===== config.mk =====
export PLATFORM = sky130hd
export DESIGN_NAME = serial_cascade_comparator
export DESIGN_NICKNAME = d
export VERILOG_FILES = /design/src/rtl/cmp_pkg.sv /design/src/rtl/chunk_compare_cell.sv /design/src/rtl/serial_cascade_comparator.sv
export SDC_FILE = /design/constraint.sdc
export NUM_CORES = 1
export LEC_CHECK = 0
export BUFFER_PORTS_ARGS = -buffer_cell sky130_fd_sc_hd__buf_2
export CAP_MARGIN = 25
export CORE_MARGIN = 2
export CORE_UTILIZATION = 45
export DETAILED_ROUTE_END_ITERATION = 8
export PLACE_DENSITY = 0.68
export SLEW_MARGIN = 20
export SYNTH_ARGS = -nofsm -noshare
export SYNTH_HDL_FRONTEND = slang
export SYNTH_SLANG_ARGS = --single-unit

===== constraint.sdc =====
create_clock -name clk -period 4.2 [get_ports clk]
set_input_delay 0.21 -clock clk [delete_from_list [all_inputs] [get_ports clk]]
set_output_delay 0.21 -clock clk [all_outputs]
set_load 0.01 [all_outputs]

===== src/rtl/cmp_pkg.sv =====
// Shared types and cascade helper for the serial cascade comparator.
package cmp_pkg;

    localparam int unsigned CHUNK_W_DEF    = 6;
    localparam int unsigned NUM_CHUNKS_DEF = 4;

    typedef enum logic [1:0] {
        CMP_EQ = 2'd0,
        CMP_GT = 2'd1,
        CMP_LT = 2'd2
    } cmp_res_t;

    typedef enum logic [1:0] {
        S_IDLE = 2'd0,
        S_RUN  = 2'd1,
        S_DONE = 2'd2
    } cmp_state_t;

    // Priority gt > lt > eq; an all-zero triple is read as equal.
    function automatic cmp_res_t norm_cascade(input logic gti, input logic lti, input logic eqi);
        cmp_res_t res;
        if (gti)      res = CMP_GT;
        else if (lti) res = CMP_LT;
        else if (eqi) res = CMP_EQ;
        else          res = CMP_EQ;
        return res;
    endfunction

endpackage


===== src/rtl/chunk_compare_cell.sv =====
// Combinational CHUNK_W-bit magnitude compare with gt/lt/eq cascade inputs.
module chunk_compare_cell #(
    parameter int unsigned CHUNK_W = 6
) (
    input  logic [CHUNK_W-1:0] a,
    input  logic [CHUNK_W-1:0] b,
    input  logic               gti,
    input  logic               lti,
    input  logic               eqi,
    output logic               gt_c,
    output logic               lt_c,
    output logic               eq_c
);

    // Unequal chunk decides; an equal chunk forwards the lower-order verdict.
    always_comb begin
        gt_c = gti;
        lt_c = lti;
        eq_c = eqi;
        if (a > b) begin
            gt_c = 1'b1;
            lt_c = 1'b0;
            eq_c = 1'b0;
        end else if (a < b) begin
            gt_c = 1'b0;
            lt_c = 1'b1;
            eq_c = 1'b0;
        end
    end

endmodule


===== src/rtl/serial_cascade_comparator.sv =====
// Wide magnitude comparator that streams operands LSB chunk first through one
// chunk compare cell, carrying the running verdict in a register.
module serial_cascade_comparator
    import cmp_pkg::*;
#(
    parameter int unsigned CHUNK_W    = CHUNK_W_DEF,
    parameter int unsigned NUM_CHUNKS = NUM_CHUNKS_DEF
) (
    input  logic                          clk,
    input  logic                          rst_n,
    input  logic                          in_valid,
    output logic                          in_ready,
    input  logic [CHUNK_W*NUM_CHUNKS-1:0] A,
    input  logic [CHUNK_W*NUM_CHUNKS-1:0] B,
    input  logic                          gti,
    input  logic                          lti,
    input  logic                          eqi,
    output logic                          out_valid,
    input  logic                          out_ready,
    output logic                          gto,
    output logic                          lto,
    output logic                          eqo
);

    localparam int unsigned W     = CHUNK_W * NUM_CHUNKS;
    localparam int unsigned CNT_W = (NUM_CHUNKS > 1) ? $clog2(NUM_CHUNKS) : 1;
    localparam logic [CNT_W-1:0] LAST_IDX = CNT_W'(NUM_CHUNKS - 1);

    cmp_state_t       state;
    logic [W-1:0]     a_sr;
    logic [W-1:0]     b_sr;
    logic [CNT_W-1:0] cnt;
    cmp_res_t         run_res;

    logic     cell_gt_c;
    logic     cell_lt_c;
    logic     cell_eq_c;
    cmp_res_t cell_res_c;

    assign in_ready = (state == S_IDLE);

    chunk_compare_cell #(
        .CHUNK_W (CHUNK_W)
    ) u_cell (
        .a    (a_sr[CHUNK_W-1:0]),
        .b    (b_sr[CHUNK_W-1:0]),
        .gti  (run_res == CMP_GT),
        .lti  (run_res == CMP_LT),
        .eqi  (run_res == CMP_EQ),
        .gt_c (cell_gt_c),
        .lt_c (cell_lt_c),
        .eq_c (cell_eq_c)
    );

    assign cell_res_c = norm_cascade(cell_gt_c, cell_lt_c, cell_eq_c);

    always_ff @(posedge clk or negedge rst_n) begin
        if (!rst_n) begin
            state     <= S_IDLE;
            a_sr      <= '0;
            b_sr      <= '0;
            cnt       <= '0;
            run_res   <= CMP_EQ;
            out_valid <= 1'b0;
            gto       <= 1'b0;
            lto       <= 1'b0;
            eqo       <= 1'b1;
        end else begin
            case (state)
                S_IDLE: begin
                    if (in_valid) begin
                        a_sr    <= A;
                        b_sr    <= B;
                        run_res <= norm_cascade(gti, lti, eqi);
                        cnt     <= '0;
                        state   <= S_RUN;
                    end
                end
                S_RUN: begin
                    a_sr    <= a_sr >> CHUNK_W;
                    b_sr    <= b_sr >> CHUNK_W;
                    run_res <= cell_res_c;
                    if (cnt == LAST_IDX) begin
                        cnt       <= '0;
                        state     <= S_DONE;
                        out_valid <= 1'b1;
                        gto       <= (cell_res_c == CMP_GT);
                        lto       <= (cell_res_c == CMP_LT);
                        eqo       <= (cell_res_c == CMP_EQ);
                    end else begin
                        cnt <= cnt + CNT_W'(1);
                    end
                end
                S_DONE: begin
                    if (out_ready) begin
                        out_valid <= 1'b0;
                        state     <= S_IDLE;
                    end
                end
                default: begin
                    state     <= S_IDLE;
                    out_valid <= 1'b0;
                end
            endcase
        end
    end

endmodule


==> results of run 1 <==
==> cell usage after synthesis (all sizes together) (6+ instances only) <==
cell    n  share of area [%]
a22oi  36                 10
and2b   7                2.0
ha      7                3.3
nor2    7               0.98
inv     8                1.1
dfrtp  57                 53
a22o   15                4.9
nand2  32                4.6
buf    14                3.6
o21ai  32                6.0
nor2b   6                2.0
a21oi  12                2.2
o22ai   8                1.9
==> cell families after synthesis <==
group / count (synthesis) / synth area share, %
AO/OA/AOI/OAI: 107 / 26.2
buffers and inverters: 27 / 5.45
adder cells (fa/ha/maj): 7 / 3.26
AND/OR/NAND/NOR: 59 / 11.1
flip-flops: 58 / 54.1
==> registers in the layout, summed over array words and instances (netlist names) <==
signal / flops
out_valid: 1
run_res: 2
a_sr: 24
cnt: 2
gto: 1
b_sr: 24
state: 2
lto: 1
eqo: 1
==> metal layers <==
layer | up-vias | GRT usage [%] | wire length [µm]
met5 | - | 0 | 0
met4 | 0 | 8.47 | 74
met3 | 6 | 5.89 | 350
met2 | 55 | 28.4 | 2840
met1 | 984 | 26.8 | 2600
li1 | 1053 | - | -
==> cell type report <==
cell class                      instances  area (µm²)
Clock buffer                           10         138
Multi-Input combinational cell        173        1090
Sequential cell                        58        1450
Timing Repair Buffer                   63         335
Tap cell                               75        93.8
Clock inverter                          6        80.1
Fill cell                             525        2630
Inverter                                8        30.0
==> where the power goes <==
part	leakage [nW]	internal, mW	switching, mW
logic	0.675	0.353	0.474
clock network	0.116	0.346	0.219
registers	0.742	0.777	0.151
total	1.53	1.48	0.845
==> final timing paths <==
kind,start,to,slack [ns],cells past startpoint
min,rst_n,gto,0.005,2
max in group asynchronous,rst_n,b_sr[5],3.70,2
min reg2reg,a_sr[13],a_sr[13],0.49,2
min in group clk,A[23],a_sr[23],0.09,2
max,state[0],b_sr[22],2.25,3
max reg2reg,state[0],b_sr[22],2.25,3
==> through the flow <==
| stage | total power [mW] | utilization (%) |
|---|---|---|
| 3_5_place_dp | 1.76 | 51.0 |
| 5_1_grt | 2.50 | 55.0 |
| 4_1_cts | 2.33 | 54.7 |
| 6_report | 2.32 | 55.0 |
| 3_3_place_gp | 1.73 | 51.0 |
| 2_1_floorplan | 1.57 | - |
==> flow_summary_export.csv, run 1 <==
group,metric,value,unit
clocking,cts_tree,"yes",
critical_path,crit_family,"flip-flops",
clocking,h-tree-depth,3,
route,wl_per_cell,14.9,µm
global_routing,grt_util_all_layers,19.5,%
timing,maxSlewViolCount,0,
place,routabilityCongestion,0.828,
layout,design_area,3220,µm²
timing,fin_worst_hold_slack,0.00519,ns
synthesis,syn_nets,320,
critical_path,cp.arrival,2.17,ns
place,port_buffers,58,
synthesis,ys_seq_elements,58,
timing,fmax,513,MHz
route,drtAntennaViolNets,0,
clocking,cts_buffers,9,
place,dp_hpwl,3860,µm
global_routing,antenna_found_initial,0,
layout,area_growth,19.7,%
clocking,post_cts_buffers,0,
clocking,ctsLongestPathBuffers,2,
timing,setup_violations,0,
layout,final_net_count,375,
global_routing,grt_max_degree,59,
critical_path,slowest_delay,0.81,ns
synthesis,ys_types,29,
clocking,clock_latency,0.34,ns
synthesis,synth_async_sr_flop_share,100,%
pwr,irDropWorstVdd,320,µV
clocking,clock-sinks,58,
floorplan,top_level_ports,60,
synthesis,synth_warnings,0,
place,place_area,2990,µm²
pwr,power-per-cell-area,721,nW/µm²
floorplan,initial_core_util,45.9,%
route,drc,0,
pwr,leakage,1.53,nW
floorplan,die_w,81.3,µm
synthesis,seq_area_frac_synth,54.1,%
floorplan,core_area,5850,µm²
timing,worstMarginPinSlew,0.730,ns
run,max_cap_violations,0,
timing,finalCritPeriodShare,46.4,%
layout,drive_above_1_share,26.1,%
timing,fin_skew,0.00465,ns
route,avgViaCountPerCell,5.34,
layout,layoutNonFillerInstCount,393,
floorplan,die_h,81.3,µm
timing,period_needed,1.95,ns
worst_hold_path,hold_class,"input pin to async pin",
floorplan,dieArea,6610,µm²
critical_path,crit_slowest_cell,"dfrtp_1",
layout,insertedDiodeCount,0,
critical_path,startpoint_type,"flip-flop",
global_routing,grt-ovfl-total,0,
critical_path,critPathKind,"flip-flop to flip-flop",
global_routing,grt_pass1_vias,2029,
clocking,cts.clk_slew.worst_paths,0.07,ns
layout,layout_commonest_cell,"buf_2",
clocking,hold_buffers,0,
timing,setup_ws,2.25,ns
global_routing,grt_pass1_wl,9640,µm
critical_path,crit_chain,"buf_4 > and2b_1 > a22o_1",
critical_path,critical_path_buf_inv_count,1,
place,place_inst,376,
critical_path,endpoint_kind,"flip-flop",
critical_path,required,4.42,ns
critical_path,crit_path_max_fanout,23,
route,dr.first_iter.drc_count,130,
layout,most-common-layout-cells,"buf_2, dfrtp_1, a22oi_1",
status,status,"completed",
floorplan,row_count,28,
synthesis,syn-instance-count,258,
route,dr.pass1.iters,5,
place,dp_slack,2.06,ns
timing,final_hold_viol_count,0,
route,totalWireLength,5870,µm
timing,setup_tns,0,ns
route,vias,2098,
synthesis,syn-cell-area,2690,µm²
clocking,cts_resized,0,
clocking,cts_root_buffer,"clkbuf_8",
synthesis,synthFlopType,"dfrtp_1",
timing,rsz0062_at_grt,"false",
synthesis,synth_edf_count,0,
synthesis,synth.avg_cell_area,10.4,µm²
timing,max_slew_margin,51.3,%
Note: power is estimated with default switching activity, not from simulation.
==> run 2: changes to the inputs <==
- PLACE_DENSITY: 0.68 -> 0.71
- clock period: 4.2 -> 1.6 ns (I/O delays scaled with it)
==> flow_summary_export.csv, run 2 (same netlist as run 1, synthesis figures left out) <==
group,metric,value,unit
critical_path,critPathKind,"flip-flop to flip-flop",
floorplan,row_count,28,
floorplan,die_w,81.3,µm
critical_path,critical_path_buf_inv_count,1,
clocking,ctsLongestPathBuffers,2,
critical_path,r2r_cells,6,
place,port_buffers,58,
global_routing,grt_pass1_vias,2187,
clocking,cts_buffers,9,
timing,setup_violations,0,
layout,drive_above_1_share,28.4,%
critical_path,crit_chain,"inv_1 > ha_4 > nand4_1 > a21oi_1 > or3_4 > a31oi_1",
pwr,total_power,6.18,mW
critical_path,cp.arrival,1.84,ns
critical_path,crit_family,"simple AND/OR/NAND/NOR gates",
layout,most-common-layout-cells,"buf_2, dfrtp_1, a22oi_1",
clocking,cts_root_buffer,"clkbuf_8",
timing,fin_skew,0.00561,ns
route,wl_per_cell,14.8,µm
global_routing,grt_util_all_layers,20.1,%
pwr,power-per-cell-area,1790,nW/µm²
place,place_inst,382,
pwr,p_int,3.84,mW
critical_path,crit_slowest_cell,"or3_4",
timing,setup_ws,0.0123,ns
global_routing,grt_max_degree,59,
layout,final_net_count,395,
floorplan,die_h,81.3,µm
critical_path,crit_path_max_fanout,3,
layout,layout_commonest_cell,"buf_2",
clocking,clock-sinks,58,
floorplan,top_level_ports,60,
layout,final_util,59.0,%
critical_path,endpoint_kind,"flip-flop",
timing,finalCritPeriodShare,99.2,%
floorplan,core_area,5850,µm²
timing,final_hold_viol_count,0,
clocking,cts_tree,"yes",
status,status,"completed",
route,dr.pass1.iters,4,
timing,period_needed,1.59,ns
route,totalWireLength,6100,µm
timing,setup_tns,0,ns
place,dp_hpwl,4040,µm
floorplan,dieArea,6610,µm²
route,avgViaCountPerCell,5.38,
layout,insertedDiodeCount,0,
route,vias,2220,
layout,largest_registers,"a_sr x24, b_sr x24",
place,routabilityCongestion,0.789,
clocking,cts.clk_slew.worst_paths,0.06,ns
timing,worstMarginPinSlew,0.531,ns
global_routing,grt-ovfl-total,0,
timing,rsz0062_at_grt,"true",
critical_path,worstSetupPathDepth,6,
clocking,clock_latency,0.33,ns
layout,area_growth,28.5,%
route,wl_met3,235,µm
timing,fmax,630,MHz
floorplan,initial_core_util,45.9,%
critical_path,regToRegStartpoint,"b_sr[3]",
critical_path,required,1.85,ns
route,met2_length,2960,µm
critical_path,slowest_delay,0.41,ns
critical_path,timing.rr.end,"run_res[1]",
global_routing,grt_pass1_wl,9970,µm
global_routing,antenna_found_initial,0,
pwr,power_frac_seq,38.7,%
critical_path,startpoint_type,"flip-flop",
critical_path,crit_start,"b_sr[3]",
place,dp_slack,-0.00518,ns
route,drc,0,
pwr,irDropWorstVdd,1320,µV
timing,max_slew_margin,64.5,%
pwr,switching_share,37.9,%
worst_hold_path,hold_class,"input pin to flip-flop",
route,drtAntennaViolNets,0,
route,top_layer_used,"met4",
critical_path,reg2reg_setup_slack,0.01,ns
route,wl_met1,2790,µm
timing,maxSlewViolCount,0,
run,max_cap_violations,0,
layout,layoutNonFillerInstCount,413,
pwr,combPwrFrac,42.4,%
pwr,switching_power,2.34,mW
clocking,h-tree-depth,3,
pwr,power_frac_clock,18.9,%
pwr,leakage,1.61,nW
critical_path,crit_end,"run_res[1]",
route,dr.first_iter.drc_count,139,
run 2: area by class of cell:
class / instances / area [µm²]
clock buffers: 11 / 141
repair buffers: 83 / 561
flip-flops and latches: 58 / 1450
multi-input cells: 173 / 1140
clock inverters: 5 / 30.0
fillers: 496 / 2400
well taps: 75 / 93.8
inverters: 8 / 30.0
run 2: stage by stage:
stage / cell area (µm²) / hold slack, ns
3_3_place_gp: 3080 / 0.104
3_5_place_dp: 3080 / 0.106
4_1_cts: 3390 / 0.00104
2_1_floorplan: 2690 / -0.216
5_1_grt: 3450 / 0.0178
6_report: 3450 / 0.00668
run 2: worst min path at each step:
stage	from	endpoint	slack, ns	depth (start not counted)
floorplan	rst_n	a_sr[0]	-0.22	0
global placement	rst_n	cnt[0]	0.10	2
detailed placement	rst_n	cnt[0]	0.11	2
CTS	out_ready	state[1]	0.001	4
global route	A[15]	a_sr[15]	0.02	3
finish	out_ready	state[1]	0.007	4
run 2: power groups by stage:
stage               Sequential [mW]  Combinational (mW)  Clock [mW]
floorplan                      2.30                1.83           0
global placement               2.38                2.34           0
detailed placement             2.40                2.42           0
CTS                            2.38                2.50        1.19
global route                   2.47                2.95        1.26
finish                         2.39                2.62        1.17
run 2: what timing repair did:
action                                  in CTS  in global routing
buffers inserted                             1                  1
endpoints found under the hold margin       69                  0
hold buffers                                13                  0
pin swaps                                    0                  7
resized for setup                            1                  6
endpoints found under the setup margin       3                  6
gates cloned                                 0                  0
run 2: tightest hold or removal path, stage by stage:
cell and delay [ns]:
buf_2 0.07, nor2_1 0.04, nand2_1 0.06, nand2_1 0.05
run 2: per-layer routing:
metal  GRT usage, %  vias to the layer above
met4           8.47                        0
met3           4.22                       10
li1               -                     1093
met1           26.2                     1062
met5              0                        -
met2           32.5                       55
==> run 3: changes to the inputs <==
- CELL_PAD_IN_SITES_DETAIL_PLACEMENT: not set -> 1
- CELL_PAD_IN_SITES_GLOBAL_PLACEMENT: not set -> 1
- CORE_UTILIZATION: 45 -> 37
- PLACE_DENSITY: 0.71 -> not set
- PLACE_DENSITY_LB_ADDON: not set -> 0.1
==> flow_summary_export.csv, run 3 (same netlist as run 1, synthesis figures left out) <==
group,metric,value,unit
status,status,"completed",
critical_path,crit_slowest_cell,"dfrtp_1",
critical_path,reg2reg_setup_slack,0.02,ns
global_routing,grt_pass1_vias,2292,
floorplan,dieArea,7960,µm²
floorplan,die_h,89.2,µm
global_routing,antenna_found_initial,0,
pwr,combPwrFrac,41.7,%
critical_path,endpoint_kind,"flip-flop",
pwr,switching_share,37.2,%
clocking,cts_root_buffer,"clkbuf_8",
timing,worstMarginPinSlew,0.534,ns
floorplan,top_level_ports,60,
layout,layout_commonest_cell,"buf_2",
layout,final_util,49.9,%
pwr,leakage,1.66,nW
layout,drive_above_1_share,30.4,%
critical_path,regToRegStartpoint,"a_sr[3]",
pwr,power_frac_seq,37.1,%
route,vias,2303,
worst_hold_path,hold_end,"b_sr[8]",
critical_path,crit_chain,"ha_4 > nand4_1 > or2_1 > o32ai_1 > a21oi_1",
worst_hold_path,hold_class,"input pin to flip-flop",
critical_path,startpoint_type,"flip-flop",
clocking,ctsLongestPathBuffers,2,
layout,largest_registers,"a_sr x24, b_sr x24",
layout,most-common-layout-cells,"buf_2, dfrtp_1, a22oi_1",
critical_path,r2r_cells,5,
worst_hold_path,hp-start,"B[8]",
route,avgViaCountPerCell,5.22,
timing,fmax,633,MHz
timing,setup_violations,0,
critical_path,timing.rr.end,"run_res[0]",
timing,maxSlewViolCount,0,
clocking,cts_tree,"yes",
layout,insertedDiodeCount,0,
pwr,power-per-cell-area,1840,nW/µm²
critical_path,crit_path_max_fanout,3,
clocking,cts_buffers,9,
critical_path,critPathKind,"flip-flop to flip-flop",
place,routabilityCongestion,0.797,
timing,fin_skew,0.00816,ns
floorplan,row_count,31,
critical_path,cp.arrival,1.78,ns
clocking,clock_latency,0.33,ns
pwr,switching_power,2.44,mW
route,dr.pass1.iters,4,
pwr,p_int,4.12,mW
timing,final_hold_viol_count,0,
route,wl_per_cell,16.3,µm
global_routing,grt_max_degree,37,
pwr,power_frac_clock,21.3,%
critical_path,slowest_delay,0.43,ns
global_routing,grt_pass1_wl,11500,µm
floorplan,initial_core_util,37.7,%
clocking,cts.clk_slew.worst_paths,0.06,ns
layout,final_net_count,400,
route,drtAntennaViolNets,0,
timing,finalCritPeriodShare,98.7,%
pwr,irDropWorstVdd,623,µV
worst_hold_path,whs_path_depth,3,
route,totalWireLength,7200,µm
clocking,h-tree-depth,3,
timing,rsz0062_at_grt,"true",
clocking,clock-sinks,58,
critical_path,required,1.80,ns
timing,max_slew_margin,64.4,%
pwr,total_power,6.55,mW
floorplan,die_w,89.2,µm
run,max_cap_violations,0,
layout,area_growth,32.6,%
timing,period_needed,1.58,ns
place,dp_hpwl,4920,µm
place,port_buffers,58,
global_routing,grt_util_all_layers,19.5,%
global_routing,grt-ovfl-total,0,
floorplan,core_area,7140,µm²
route,drc,0,
route,dr.first_iter.drc_count,117,
[run 3: how the worst max path moves through the flow]
| stage | slack, ns | cells past startpoint | end | from |
|---|---|---|---|---|
| floorplan | 0.08 | 4 | lto | a_sr[5] |
| global placement | 0.02 | 5 | lto | a_sr[5] |
| detailed placement | -0.08 | 5 | lto | a_sr[5] |
| CTS | 0.03 | 5 | lto | a_sr[1] |
| finish | 0.02 | 5 | run_res[0] | a_sr[3] |
| global route | -0.01 | 5 | eqo | a_sr[3] |
[run 3: area by class of cell]
class,count,area [µm²]
flip-flops and latches,58,1450
well taps,99,124
clock inverters,2,35.0
multi-input cells,173,1170
repair buffers,88,586
fillers,836,3570
clock buffers,13,169
inverters,8,30.0
[run 3: critical path, delay by kind of cell (launching register included)]
kind	cells	cell delay, ns
AOI/OAI and AO/OA	2	0.34
adders and majority gates	1	0.29
DFF	1	0.43
and+or+nand+nor	2	0.39
[run 3: power by group through the flow]
stage	clock network [mW]	logic [mW]	registers [mW]
4_1_cts	1.44	2.61	2.41
6_report	1.39	2.73	2.43
3_5_place_dp	0	2.51	2.43
2_1_floorplan	0	1.83	2.30
5_1_grt	1.52	3.07	2.50
3_3_place_gp	0	2.45	2.40
[run 3: repair_timing]
action | in CTS | in global routing
pin swaps | 0 | 7
buffers inserted | 0 | 2
hold endpoints to repair | 29 | 0
gates resized for setup | 3 | 8
hold buffers | 13 | 0
setup endpoints to repair | 2 | 5
[run 3: metrics by stage]
| stage | setup WS, ns | setup TNS [ns] | instances | hold WS [ns] | area, µm² |
|---|---|---|---|---|---|
| floorplan | 0.0848 | 0 | 258 | -0.216 | 2690 |
| global placement | 0.0184 | 0 | 411 | 0.0921 | 3140 |
| detailed placement | -0.0787 | -0.0787 | 411 | 0.0916 | 3140 |
| CTS | 0.0286 | 0 | 439 | 0.0102 | 3490 |
| global route | -0.0129 | -0.0218 | 441 | 0.0276 | 3560 |
| finish | 0.0213 | 0 | 441 | 0.0241 | 3560 |
[run 3: metal layers]
layer,track usage [%],part of all wire [%]
met5,0,0
met1,28.3,49
met4,6.51,0.97
met2,28.8,47
met3,4.62,3.1
